### src/rtl/i2c_target_regif_pkg.sv
// Shared types and constants for the I2C target register front end.
package i2c_pkg;

    localparam logic [6:0] I2C_ADDR_DEF = 7'h70;
    localparam int         CNT_W        = 4;
    localparam int         BYTE_LEN     = 8;

    typedef enum logic [3:0] {
        IDLE,
        DEV_ADDR,
        DEV_ACK,
        REG_ADDR,
        REG_ACK,
        WR_DATA,
        WR_ACK,
        RD_DATA,
        RD_ACK,
        WAIT_STOP
    } i2c_state_t;

endpackage

### src/rtl/i2c_target_regif_if.sv
// Byte-wide register access bus between the I2C target and the register decode stage.
interface i2c_target_regif_if;
    logic       rw;
    logic [7:0] addr;
    logic       wen;
    logic [7:0] wdata;
    logic       rdata_used;
    logic [7:0] rdata;

    modport master (output rw, addr, wen, wdata, rdata_used, input rdata);
    modport slave  (input rw, addr, wen, wdata, rdata_used, output rdata);
endinterface

### src/rtl/i2c_line_sync.sv
// SCL/SDA synchronisers with edge, START and STOP strobes on the system clock.
module i2c_line_sync #(
    parameter int SYNC_STAGES = 2
) (
    input  logic clk,
    input  logic rst_n,
    input  logic scl,
    input  logic sda_i,
    output logic sda_s,
    output logic scl_rise,
    output logic scl_fall,
    output logic start_det,
    output logic stop_det
);
    logic [SYNC_STAGES-1:0] scl_ff, sda_ff;
    logic                   scl_d, sda_d;
    logic                   scl_s;

    // Idle bus is high, so synchronisers reset to 1 to avoid a false START after reset.
    always_ff @(posedge clk or negedge rst_n) begin
        if (!rst_n) begin
            scl_ff <= '1;
            sda_ff <= '1;
            scl_d  <= 1'b1;
            sda_d  <= 1'b1;
        end else begin
            scl_ff <= {scl_ff[SYNC_STAGES-2:0], scl};
            sda_ff <= {sda_ff[SYNC_STAGES-2:0], sda_i};
            scl_d  <= scl_ff[SYNC_STAGES-1];
            sda_d  <= sda_ff[SYNC_STAGES-1];
        end
    end

    assign scl_s     = scl_ff[SYNC_STAGES-1];
    assign sda_s     = sda_ff[SYNC_STAGES-1];
    assign scl_rise  = scl_s & ~scl_d;
    assign scl_fall  = ~scl_s & scl_d;
    assign start_det = scl_s & scl_d & sda_d & ~sda_s;
    assign stop_det  = scl_s & scl_d & ~sda_d & sda_s;
endmodule

### src/rtl/i2c_target_regif.sv
// I2C target: decodes the bus into register writes and serves reads through rdata/rdata_used.
module i2c_target_regif
    import i2c_pkg::*;
#(
    parameter logic [6:0] I2C_ADDR    = I2C_ADDR_DEF,
    parameter int         SYNC_STAGES = 2
) (
    input  logic                      clk,
    input  logic                      rst_n,
    input  logic                      sda_i,
    input  logic                      scl,
    output logic                      sda_o,
    output logic                      sda_oe,
    i2c_target_regif_if.master        bus
);
    logic sda_s, scl_rise, scl_fall, start_det, stop_det;

    i2c_line_sync #(.SYNC_STAGES(SYNC_STAGES)) u_sync (
        .clk       (clk),
        .rst_n     (rst_n),
        .scl       (scl),
        .sda_i     (sda_i),
        .sda_s     (sda_s),
        .scl_rise  (scl_rise),
        .scl_fall  (scl_fall),
        .start_det (start_det),
        .stop_det  (stop_det)
    );

    i2c_state_t       state, state_n;
    logic [CNT_W-1:0] bit_cnt, cnt_n;
    logic [7:0]       shifter, shift_n, addr_q, addr_n, wdata_q, wdata_n, byte_in;
    logic             rw_q, rw_n, oe_q, oe_n, wen_q, wen_n, used_q, used_n;

    always_ff @(posedge clk or negedge rst_n) begin
        if (!rst_n) begin
            state   <= IDLE;
            bit_cnt <= '0;
            shifter <= '0;
            addr_q  <= '0;
            wdata_q <= '0;
            rw_q    <= 1'b0;
            oe_q    <= 1'b0;
            wen_q   <= 1'b0;
            used_q  <= 1'b0;
        end else begin
            state   <= state_n;
            bit_cnt <= cnt_n;
            shifter <= shift_n;
            addr_q  <= addr_n;
            wdata_q <= wdata_n;
            rw_q    <= rw_n;
            oe_q    <= oe_n;
            wen_q   <= wen_n;
            used_q  <= used_n;
        end
    end

    assign byte_in = {shifter[6:0], sda_s};

    always_comb begin
        state_n = state;
        cnt_n   = bit_cnt;
        shift_n = shifter;
        addr_n  = wen_q ? addr_q + 8'd1 : addr_q;
        wdata_n = wdata_q;
        rw_n    = rw_q;
        oe_n    = oe_q;
        wen_n   = 1'b0;
        used_n  = 1'b0;
        if (start_det) begin
            state_n = DEV_ADDR;
            cnt_n   = '0;
            oe_n    = 1'b0;
        end else if (stop_det) begin
            state_n = IDLE;
            cnt_n   = '0;
            oe_n    = 1'b0;
        end else begin
            unique case (state)
                DEV_ADDR, REG_ADDR, WR_DATA: begin
                    if (scl_rise) begin
                        shift_n = byte_in;
                        cnt_n   = bit_cnt + 1'b1;
                        if (bit_cnt == CNT_W'(BYTE_LEN - 1)) begin
                            cnt_n = '0;
                            if (state == DEV_ADDR) begin
                                if (byte_in[7:1] == I2C_ADDR) begin
                                    rw_n    = byte_in[0];
                                    state_n = DEV_ACK;
                                end else begin
                                    state_n = WAIT_STOP;
                                end
                            end else if (state == REG_ADDR) begin
                                addr_n  = byte_in;
                                state_n = REG_ACK;
                            end else begin
                                wdata_n = byte_in;
                                wen_n   = 1'b1;
                                state_n = WR_ACK;
                            end
                        end
                    end
                end
                // bit_cnt doubles as the ACK phase: 0 before the 9th rise, 1 after it.
                DEV_ACK, REG_ACK, WR_ACK: begin
                    if (scl_rise) begin
                        cnt_n = CNT_W'(1);
                    end else if (scl_fall) begin
                        if (bit_cnt == '0) begin
                            oe_n = 1'b1;
                        end else begin
                            oe_n  = 1'b0;
                            cnt_n = '0;
                            if (state == DEV_ACK && rw_q) begin
                                shift_n = bus.rdata;
                                used_n  = 1'b1;
                                oe_n    = ~bus.rdata[7];
                                state_n = RD_DATA;
                            end else if (state == DEV_ACK) begin
                                state_n = REG_ADDR;
                            end else begin
                                state_n = WR_DATA;
                            end
                        end
                    end
                end
                RD_DATA: begin
                    if (scl_rise) begin
                        shift_n = byte_in;
                        cnt_n   = bit_cnt + 1'b1;
                    end else if (scl_fall) begin
                        if (bit_cnt == CNT_W'(BYTE_LEN)) begin
                            oe_n    = 1'b0;
                            cnt_n   = '0;
                            state_n = RD_ACK;
                        end else begin
                            oe_n = ~shifter[7];
                        end
                    end
                end
                RD_ACK: begin
                    if (scl_rise) begin
                        addr_n = addr_q + 8'd1;
                        if (!sda_s) cnt_n = CNT_W'(1);
                        else        state_n = WAIT_STOP;
                    end else if (scl_fall && bit_cnt == CNT_W'(1)) begin
                        cnt_n   = '0;
                        shift_n = bus.rdata;
                        used_n  = 1'b1;
                        oe_n    = ~bus.rdata[7];
                        state_n = RD_DATA;
                    end
                end
                default: ;
            endcase
        end
    end

    assign sda_o          = 1'b0;
    assign sda_oe         = oe_q;
    assign bus.rw         = rw_q;
    assign bus.addr       = addr_q;
    assign bus.wen        = wen_q;
    assign bus.wdata      = wdata_q;
    assign bus.rdata_used = used_q;
endmodule
### src/flat_wrapper.sv
// flat-port wrapper written by rule: the top's interface ports become plain ports
module i2c_target_regif_flat import i2c_pkg::*;
#(
    parameter logic [6:0] I2C_ADDR    = I2C_ADDR_DEF,
    parameter int         SYNC_STAGES = 2
)
  (clk, rst_n, sda_i, scl, sda_o, sda_oe, bus_rw, bus_addr, bus_wen, bus_wdata, bus_rdata_used, bus_rdata);
  i2c_target_regif_if bus_i ();
  input  logic clk;
  input  logic rst_n;
  input  logic sda_i;
  input  logic scl;
  output logic sda_o;
  output logic sda_oe;
  output wire logic [$bits(bus_i.rw)-1:0] bus_rw;
  output wire logic [$bits(bus_i.addr)-1:0] bus_addr;
  output wire logic [$bits(bus_i.wen)-1:0] bus_wen;
  output wire logic [$bits(bus_i.wdata)-1:0] bus_wdata;
  output wire logic [$bits(bus_i.rdata_used)-1:0] bus_rdata_used;
  input wire logic [$bits(bus_i.rdata)-1:0] bus_rdata;
  assign bus_rw = bus_i.rw;
  assign bus_addr = bus_i.addr;
  assign bus_wen = bus_i.wen;
  assign bus_wdata = bus_i.wdata;
  assign bus_rdata_used = bus_i.rdata_used;
  assign bus_i.rdata = bus_rdata;
  i2c_target_regif #(.I2C_ADDR(I2C_ADDR), .SYNC_STAGES(SYNC_STAGES)) u_core (.clk(clk), .rst_n(rst_n), .sda_i(sda_i), .scl(scl), .sda_o(sda_o), .sda_oe(sda_oe), .bus(bus_i));
endmodule
### config.mk
export PLATFORM = sky130hd
export DESIGN_NAME = i2c_target_regif_flat
export DESIGN_NICKNAME = d
export VERILOG_FILES = /design/src/rtl/i2c_target_regif_pkg.sv /design/src/rtl/i2c_target_regif_if.sv /design/src/rtl/i2c_line_sync.sv /design/src/rtl/i2c_target_regif.sv /design/src/flat_wrapper.sv
export SDC_FILE = /design/constraint.sdc
export NUM_CORES = 1
export LEC_CHECK = 0
export ABC_AREA = 1
export CAP_MARGIN = 20
export CORE_ASPECT_RATIO = 1.4
export CORE_UTILIZATION = 40
export CTS_CLUSTER_DIAMETER = 200
export DETAILED_ROUTE_END_ITERATION = 7
export GPL_TIMING_DRIVEN = 0
export REMOVE_ABC_BUFFERS = 1
export SLEW_MARGIN = 20
export SYNTH_ARGS = -nofsm -noshare
export SYNTH_HDL_FRONTEND = slang
export SYNTH_SLANG_ARGS = --single-unit
### constraint.sdc
create_clock -name clk -period 2.39 [get_ports clk]
set_clock_uncertainty 0.2 [all_clocks]
set_input_delay 0.3585 -clock clk [delete_from_list [all_inputs] [get_ports clk]]
set_output_delay 0.3585 -clock clk [all_outputs]
set_load 0.005 [all_outputs]
==> impl_metrics.py, run 1 <==
metrics = {
    "worst_setup_path": {
        "cp.required_ns": 2.38,
        "cp_slowest_stage_delay_ns": 0.59,
        "crit_family": "simple AND/OR/NAND/NOR gates",
        "slowest_stage": "dfstp_2",
        "worstSetupPathType": "register to register",
        "path_cells": "nand3_1, nor2_2, nor2_4, inv_1, nor2_1, nand2_2, inv_1, nand2_1, nand2_1",
        "crit_path_start_kind": "register",
        "crit_buf_inv": 2,
        "critPathArrivalTime_ns": 2.18,
        "reg2reg_setup_slack_ns": 0.20,
        "critPathCaptureType": "register",
        "crit_path_max_fanout": 16,
    },
    "routing": {
        "vias_per_cell": 5.31,
        "drc": 0,
        "wl_per_cell_um": 14.8,
        "drt_wl_total_um": 7200,
        "num_vias": 2575,
        "dr.pass1.iters": 6,
        "ant_nets": 0,
        "drtIter0Drc": 176,
    },
    "synthesis": {
        "synthArstFlopShare_pct": 100,
        "netlist_area_um2": 2720,
        "syn_area_per_cell_um2": 7.20,
        "synth_seq_cells": 42,
        "syn_inst": 378,
        "ys_seq_area_share_pct": 38.9,
        "synth_edf_count": 0,
        "synth_cell_type_count": 35,
        "synthFlopType": "dfrtp_1",
        "yosysWarnings": 0,
    },
    "final_layout": {
        "finalNonFillerCells": 485,
        "multi_input_area_um2": 1480,
        "seqCellArea_um2": 1060,
        "syn_to_final_growth_pct": 18.0,
        "final_util_pct": 48.9,
        "drive_above_1_share_pct": 13.1,
        "final_area_um2": 3210,
        "diodes": 0,
        "nets": 426,
        "fillCellCount": 679,
    },
    "power": {
        "ir_drop_mv": 0.501,
        "power_density_nw_per_um2": 1130,
        "cellLeakagePower_nw": 1.56,
    },
    "global_routing": {
        "antenna_found_initial": 0,
        "grt_pass1_wl_um": 12200,
        "met3_usage_pct": 2.53,
        "track_usage_pct": 21.8,
        "grt_max_degree": 30,
        "top_usage_layer": "met2",
        "grt.overflow.total": 0,
        "grt_pass1_vias": 2538,
        "met1_usage_pct": 27.3,
        "gr-usage-met2_pct": 37.3,
    },
    "placement": {
        "pre_cts_slack_ns": -0.285,
        "dp_hpwl_um": 5440,
        "dpl_cell_area_um2": 3080,
        "post-place-cells": 475,
        "routabilityCongestion": 0.937,
        "port_buffers": 31,
    },
    "cts": {
        "cts_tree": "yes",
        "cts_setup_buffers": 0,
        "clock_sinks": 42,
        "root_buffer": "clkbuf_8",
        "htree_levels": 2,
        "path_clk_slew_ns": 0.09,
        "clk_latency_ns": 0.30,
        "numCtsBuffers": 5,
        "clockBufferDepth": 2,
    },
    "timing": {
        "fmax_ghz": 0.458,
        "hold_slack_ns": 0.159,
        "setup_ws_ns": 0.204,
        "setup_viol": 0,
        "min_period_over_period_pct": 91.5,
        "hold_viol_final": 0,
        "finalCriticalPeriod_ns": 2.19,
        "maxSlewViolCount": 0,
        "rsz0062_at_grt": "false",
    },
    "die": {
        "start_util_pct": 41.4,
        "core_um2": 6570,
        "fp-row-count": 35,
        "io_pins": 33,
        "die_w_um": 71.7,
        "dieArea_um2": 7140,
        "die_h_um": 99.6,
    },
    "outcome": {
        "status": "completed",
    },
    "hold_path": {
        "hold_class": "register to register",
    },
    "run": {
        "cap_violations": 0,
    },
}
report_power, final:
| group | leakage (nW) | internal, mW | total (mW) | switching [mW] |
|---|---|---|---|---|
| logic | 0.989 | 0.702 | 1.99 | 1.29 |
| registers | 0.534 | 0.903 | 1.14 | 0.238 |
| clock network | 0.0374 | 0.206 | 0.477 | 0.271 |
| total | 1.56 | 1.81 | 3.61 | 1.80 |
worst reg2reg max path, stage by stage, from the launching register on:
cell     delay (ns)
dfstp_2        0.59
nand3_1        0.12
nor2_2         0.28
nor2_4         0.13
inv_1          0.22
nor2_1         0.08
nand2_2        0.26
inv_1          0.10
nand2_1        0.07
nand2_1        0.05
worst paths after layout:
path	from	end	cells after the start
max	u_core.u_sync.scl_ff[1]$_DFF_PN1_	u_core.bus.wdata[2]$_DFFE_PN0P_	9
min	u_core.u_sync.sda_ff[0]$_DFF_PN1_	u_core.u_sync.sda_ff[1]$_DFF_PN1_	0
max reg2reg	u_core.u_sync.scl_ff[1]$_DFF_PN1_	u_core.bus.wdata[2]$_DFFE_PN0P_	9
min reg2reg	u_core.u_sync.sda_ff[0]$_DFF_PN1_	u_core.u_sync.sda_ff[1]$_DFF_PN1_	0
max in group asynchronous	rst_n	u_core.u_sync.scl_ff[0]$_DFF_PN1_	3
min in group asynchronous	rst_n	u_core.bit_cnt[2]$_DFFE_PN0P_	2
sequential cells by signal (all words and copies together) (netlist names):
register	count
u_core.bus.addr	8
u_core.bus.wdata	8
u_core.shifter	8
u_core.bit_cnt	4
u_core.state	4
u_core.u_sync.scl_ff	2
u_core.u_sync.sda_ff	2
u_core.bus.rdata_used	1
u_core.bus.rw	1
u_core.bus.wen	1
u_core.sda_oe	1
u_core.u_sync.scl_d	1
u_core.u_sync.sda_d	1
cell type report:
class | instances | share of cell area (%)
Multi-Input combinational cell | 286 | 46.1
Clock inverter | 2 | 0.468
Clock buffer | 6 | 2.26
Sequential cell | 42 | 33.0
Tap cell | 74 | 2.88
Inverter | 42 | 4.91
Timing Repair Buffer | 33 | 10.4
per-layer routing:
metal / up-vias / share of wire, %
met5: - / 0
met4: 0 / 2.9
met3: 17 / 3.2
met2: 71 / 50
met1: 1199 / 43
li1: 1288 / -
placed cells by master, fill, tap and decap left out:
cell	netlist	routed
o21ai_0	23	23
nand2_1	114	112
conb_1	1	1
clkbuf_8	0	5
ha_1	4	4
o221ai_1	1	1
o21ai_2	8	8
nor2_2	7	8
nand2_4	2	2
nand4_1	10	10
xnor2_1	3	3
mux2i_1	3	3
nand3_1	34	33
o21bai_1	3	3
nor4_2	0	1
a21oi_2	1	1
o22ai_1	1	1
clkinv_1	2	2
clkbuf_1	2	1
inv_1	35	35
dlygate4sd3_1	0	1
clkinvlp_4	0	2
buf_2	3	1
buf_12	0	1
o21ai_1	8	8
nor2_1	33	31
o31ai_1	2	2
xor2_1	3	3
o211ai_1	5	5
a21oi_1	4	4
nor2_4	3	5
dfrtp_1	36	36
inv_2	5	5
nor3_1	5	5
nand3_2	2	3
clkdlybuf4s50_1	0	30
nand2_2	4	6
dfstp_2	6	6
cells in the mapped netlist, drive strengths merged (3+ instances only):
cell type  instances  share of area, %
a21oi              5               1.1
buf                7               2.1
dfrtp             36                33
dfstp              6               5.8
ha                 4               1.8
inv               40               5.5
mux2i              3               1.1
nand2            120                17
nand3             36               7.0
nand4             10               2.3
nor2              43               7.4
nor3               5              0.92
o211ai             5               1.4
o21ai             39               8.3
o21bai             3              0.83
xnor2              3              0.97
xor2               3              0.97
kinds of logic (layout without fill, tap and decap cells):
logic type,Yosys count,after routing,synth area share [%]
other cells,1,1,0.138
mux,3,3,1.10
buf+inv,51,83,8.14
fa+ha+maj,4,4,1.84
flops,42,42,38.9
simple gates,215,216,35.3
xor+xnor,6,6,1.93
compound gates,56,56,12.6
metrics by stage:
step	total power, mW	setup TNS, ns
after floorplan	2.57	0
after global placement	3.09	-29.96
after detailed placement	3.12	-2.34
after CTS	3.60	0
after global routing	3.97	0
final	3.61	0
repair_timing:
action | CTS | global route
cloned | 0 | 1
setup endpoints to repair | 21 | 20
pin swaps | 0 | 1
resized for setup | 1 | 6
endpoints found under the hold margin | 13 | 0
hold buffers | 1 | 0
Power figures use the tool's default switching activity.
==> run 2, diff against run 1 <==
--- a/config.mk
+++ b/config.mk
@@ -10,6 +10,7 @@
 export CORE_ASPECT_RATIO = 1.4
 export CORE_UTILIZATION = 40
 export CTS_CLUSTER_DIAMETER = 200
+export CTS_CLUSTER_SIZE = 40
 export DETAILED_ROUTE_END_ITERATION = 7
 export GPL_TIMING_DRIVEN = 0
 export REMOVE_ABC_BUFFERS = 1
==> results of run 2 <==
The final DEF is identical to that of run 1; final timing and power are the same.
==> run 3, diff against run 2 <==
--- a/config.mk
+++ b/config.mk
@@ -5,7 +5,7 @@
 export SDC_FILE = /design/constraint.sdc
 export NUM_CORES = 1
 export LEC_CHECK = 0
-export ABC_AREA = 1
+export ABC_AREA = 0
 export CAP_MARGIN = 20
 export CORE_ASPECT_RATIO = 1.4
 export CORE_UTILIZATION = 40
==> run 3 against run 2 <==
Effect of this change:
- count of clock-buffer cells in the layout shrank 1
- worst hold slack lost 0.0011 ns
- via count shrank 12%
- combinational power shrank 3%
- sequential power grew 4%
- power grew 2.4%
- wire length shrank 5.8%
- maximum frequency shrank 7.4%
- largest cell class unchanged
- sequential share of layout area shrank 0.73 points
- synthesized cell count shrank 35%
==> impl_metrics.py, run 3 <==
metrics = {
    "synthesis": {
        "yosysTopAreaCellShare_pct": 35.9,
        "yosysMostFrequentCell": "dfrtp_1",
        "ys_seq_area_share_pct": 42.2,
        "synthArstFlopShare_pct": 100,
        "yosys-top-cells-count": "dfrtp_1, mux2_2, nand2_1",
        "netlist_area_um2": 2510,
        "synth_cell_type_count": 55,
        "syn_area_per_cell_um2": 10.2,
        "syn_inst": 247,
        "synthFlopType": "dfrtp_1",
        "synth_seq_cells": 42,
        "yosysTopAreaCell": "dfrtp_1",
        "synthTopCellsByArea": "dfrtp_1, mux2_2, dfstp_2",
        "synth_edf_count": 0,
        "yosysWarnings": 0,
    },
    "routing": {
        "dr.pass1.iters": 4,
        "num_vias": 2269,
        "vias_per_cell": 6.15,
        "drt_wl_total_um": 6790,
        "ant_nets": 0,
        "wl_per_cell_um": 18.4,
        "drtIter0Drc": 176,
        "drc": 0,
    },
    "placement": {
        "dpl_cell_area_um2": 2870,
        "pre_cts_slack_ns": -0.579,
        "dp_hpwl_um": 4260,
        "port_buffers": 31,
        "routabilityCongestion": 0.907,
        "post-place-cells": 336,
    },
    "cts": {
        "numCtsBuffers": 5,
        "clk_latency_ns": 0.29,
        "path_clk_slew_ns": 0.09,
        "clock_sinks": 42,
        "cts_tree": "yes",
        "clockBufferDepth": 2,
        "root_buffer": "clkbuf_8",
        "htree_levels": 2,
    },
    "hold_path": {
        "holdPathStages": 0,
        "hold_class": "register to register",
    },
    "worst_setup_path": {
        "crit_path_start_kind": "register",
        "critPathArrivalTime_ns": 2.34,
        "critPathCaptureType": "register",
        "crit_path_max_fanout": 8,
        "worstSetupPathType": "register to register",
        "worstRegToRegCells": 4,
        "cp.required_ns": 2.37,
    },
    "final_layout": {
        "final_util_pct": 55.7,
        "final_cell_mix": "dfrtp_1, clkdlybuf4s50_1, mux2_2",
        "diodes": 0,
        "finalNonFillerCells": 369,
        "final_common_cell": "dfrtp_1",
        "nets": 314,
        "drive_above_1_share_pct": 34.4,
        "final_area_um2": 3310,
        "syn_to_final_growth_pct": 31.8,
    },
    "timing": {
        "setup_ws_ns": 0.0298,
        "setup_viol": 0,
        "maxSlewViolCount": 0,
        "relSlewSlack_pct": 63.6,
        "finalCriticalPeriod_ns": 2.36,
        "rsz0062_at_grt": "true",
        "fmax_ghz": 0.424,
        "hold_viol_final": 0,
        "tns_ns": 0,
        "min_period_over_period_pct": 98.8,
        "worstMarginPinSlew_ns": 0.546,
    },
    "die": {
        "start_util_pct": 42.2,
        "dieArea_um2": 6600,
        "fp-row-count": 33,
        "die_w_um": 69.0,
        "core_um2": 5950,
        "io_pins": 33,
        "die_h_um": 95.8,
    },
    "outcome": {
        "status": "completed",
    },
    "power": {
        "power_density_nw_per_um2": 1120,
        "cellLeakagePower_nw": 1.34,
        "ir_drop_mv": 0.581,
    },
    "global_routing": {
        "grt_pass1_vias": 2066,
        "grt.overflow.total": 0,
        "track_usage_pct": 21.9,
        "grt_max_degree": 25,
        "antenna_found_initial": 0,
        "grt_pass1_wl_um": 10600,
    },
    "run": {
        "cap_violations": 0,
    },
}
## run 3: changes by cell type in the layout (fill, tap and decap cells not counted), moves of 14 or more
cell,delta
nand2_1,-95
inv_1,-28
mux2_2,+28
nand3_1,-26
nor2_1,-23
buf_4,+22
o21ai_0,-14
## run 3: metal layers
layer	wire length [µm]	vias up	GRT usage (%)
li1	-	1028	-
met1	2890	1108	29.6
met2	3230	107	34.2
met3	408	26	3.79
met4	249	0	8.50
met5	0	-	0
## run 3: kinds of logic (layout without fill, tap and decap cells)
group | count (synthesis) | after routing | share of synthesized area (%)
muxes | 34 | 34 | 15.1
adders and majority gates | 4 | 4 | 1.99
other | 1 | 1 | 0.149
DFF | 42 | 42 | 42.2
and+or+nand+nor | 82 | 82 | 19.3
buffers and inverters | 22 | 74 | 3.64
xor gates and xnor gates | 2 | 2 | 0.698
AOI/OAI and AO/OA | 60 | 60 | 16.9
## run 3: metrics by stage
| stage | total power, mW | hold slack, ns |
|---|---|---|
| floorplan | 2.20 | -0.137 |
| global placement | 2.60 | 0.146 |
| detailed placement | 2.62 | 0.148 |
| CTS | 3.42 | 0.161 |
| global route | 3.91 | 0.162 |
| finish | 3.70 | 0.158 |
## run 3: final cells by class
type	count	area, µm²
Multi-Input combinational cell	183	1490
Tap cell	70	87.6
Clock buffer	5	68.8
Inverter	9	36.3
Clock inverter	3	43.8
Sequential cell	42	1070
Timing Repair Buffer	57	518
Fill cell	555	2640
## run 3: critical path, cell delays in order (launching register included)
cell     delay [ns]
dfrtp_2        0.49
or4b_4         0.61
o221a_4        0.30
nor3_4         0.28
mux2_2         0.36
## run 3: path summary, 6_finish.rpt
path	from	to	slack (ns)
worst max-delay path	u_core.state[2]$_DFFE_PN0P_	u_core.bit_cnt[1]$_DFFE_PN0P_	0.03
worst min-delay path	u_core.u_sync.scl_ff[0]$_DFF_PN1_	u_core.u_sync.scl_ff[1]$_DFF_PN1_	0.16
worst max register to register	u_core.state[2]$_DFFE_PN0P_	u_core.bit_cnt[1]$_DFFE_PN0P_	0.03
worst min register to register	u_core.u_sync.scl_ff[0]$_DFF_PN1_	u_core.u_sync.scl_ff[1]$_DFF_PN1_	0.16
max in group asynchronous	rst_n	u_core.u_sync.scl_ff[1]$_DFF_PN1_	1.06
min in group asynchronous	rst_n	u_core.bus.wdata[2]$_DFFE_PN0P_	0.37
## run 3: report_power, final
part | leakage [nW] | internal (mW) | switching (mW) | total (mW)
clock | 0.0585 | 0.313 | 0.261 | 0.574
combinational | 0.751 | 1.00 | 0.938 | 1.94
sequential | 0.528 | 0.896 | 0.286 | 1.18
total | 1.34 | 2.21 | 1.48 | 3.70
## run 3: what timing repair did
item | in CTS | in global routing
hold endpoints to repair | 18 | 0
pin swaps | 3 | 6
setup buffers | 11 | 13
setup endpoints to repair | 34 | 32
gates resized for setup | 20 | 19
hold buffers | 1 | 0
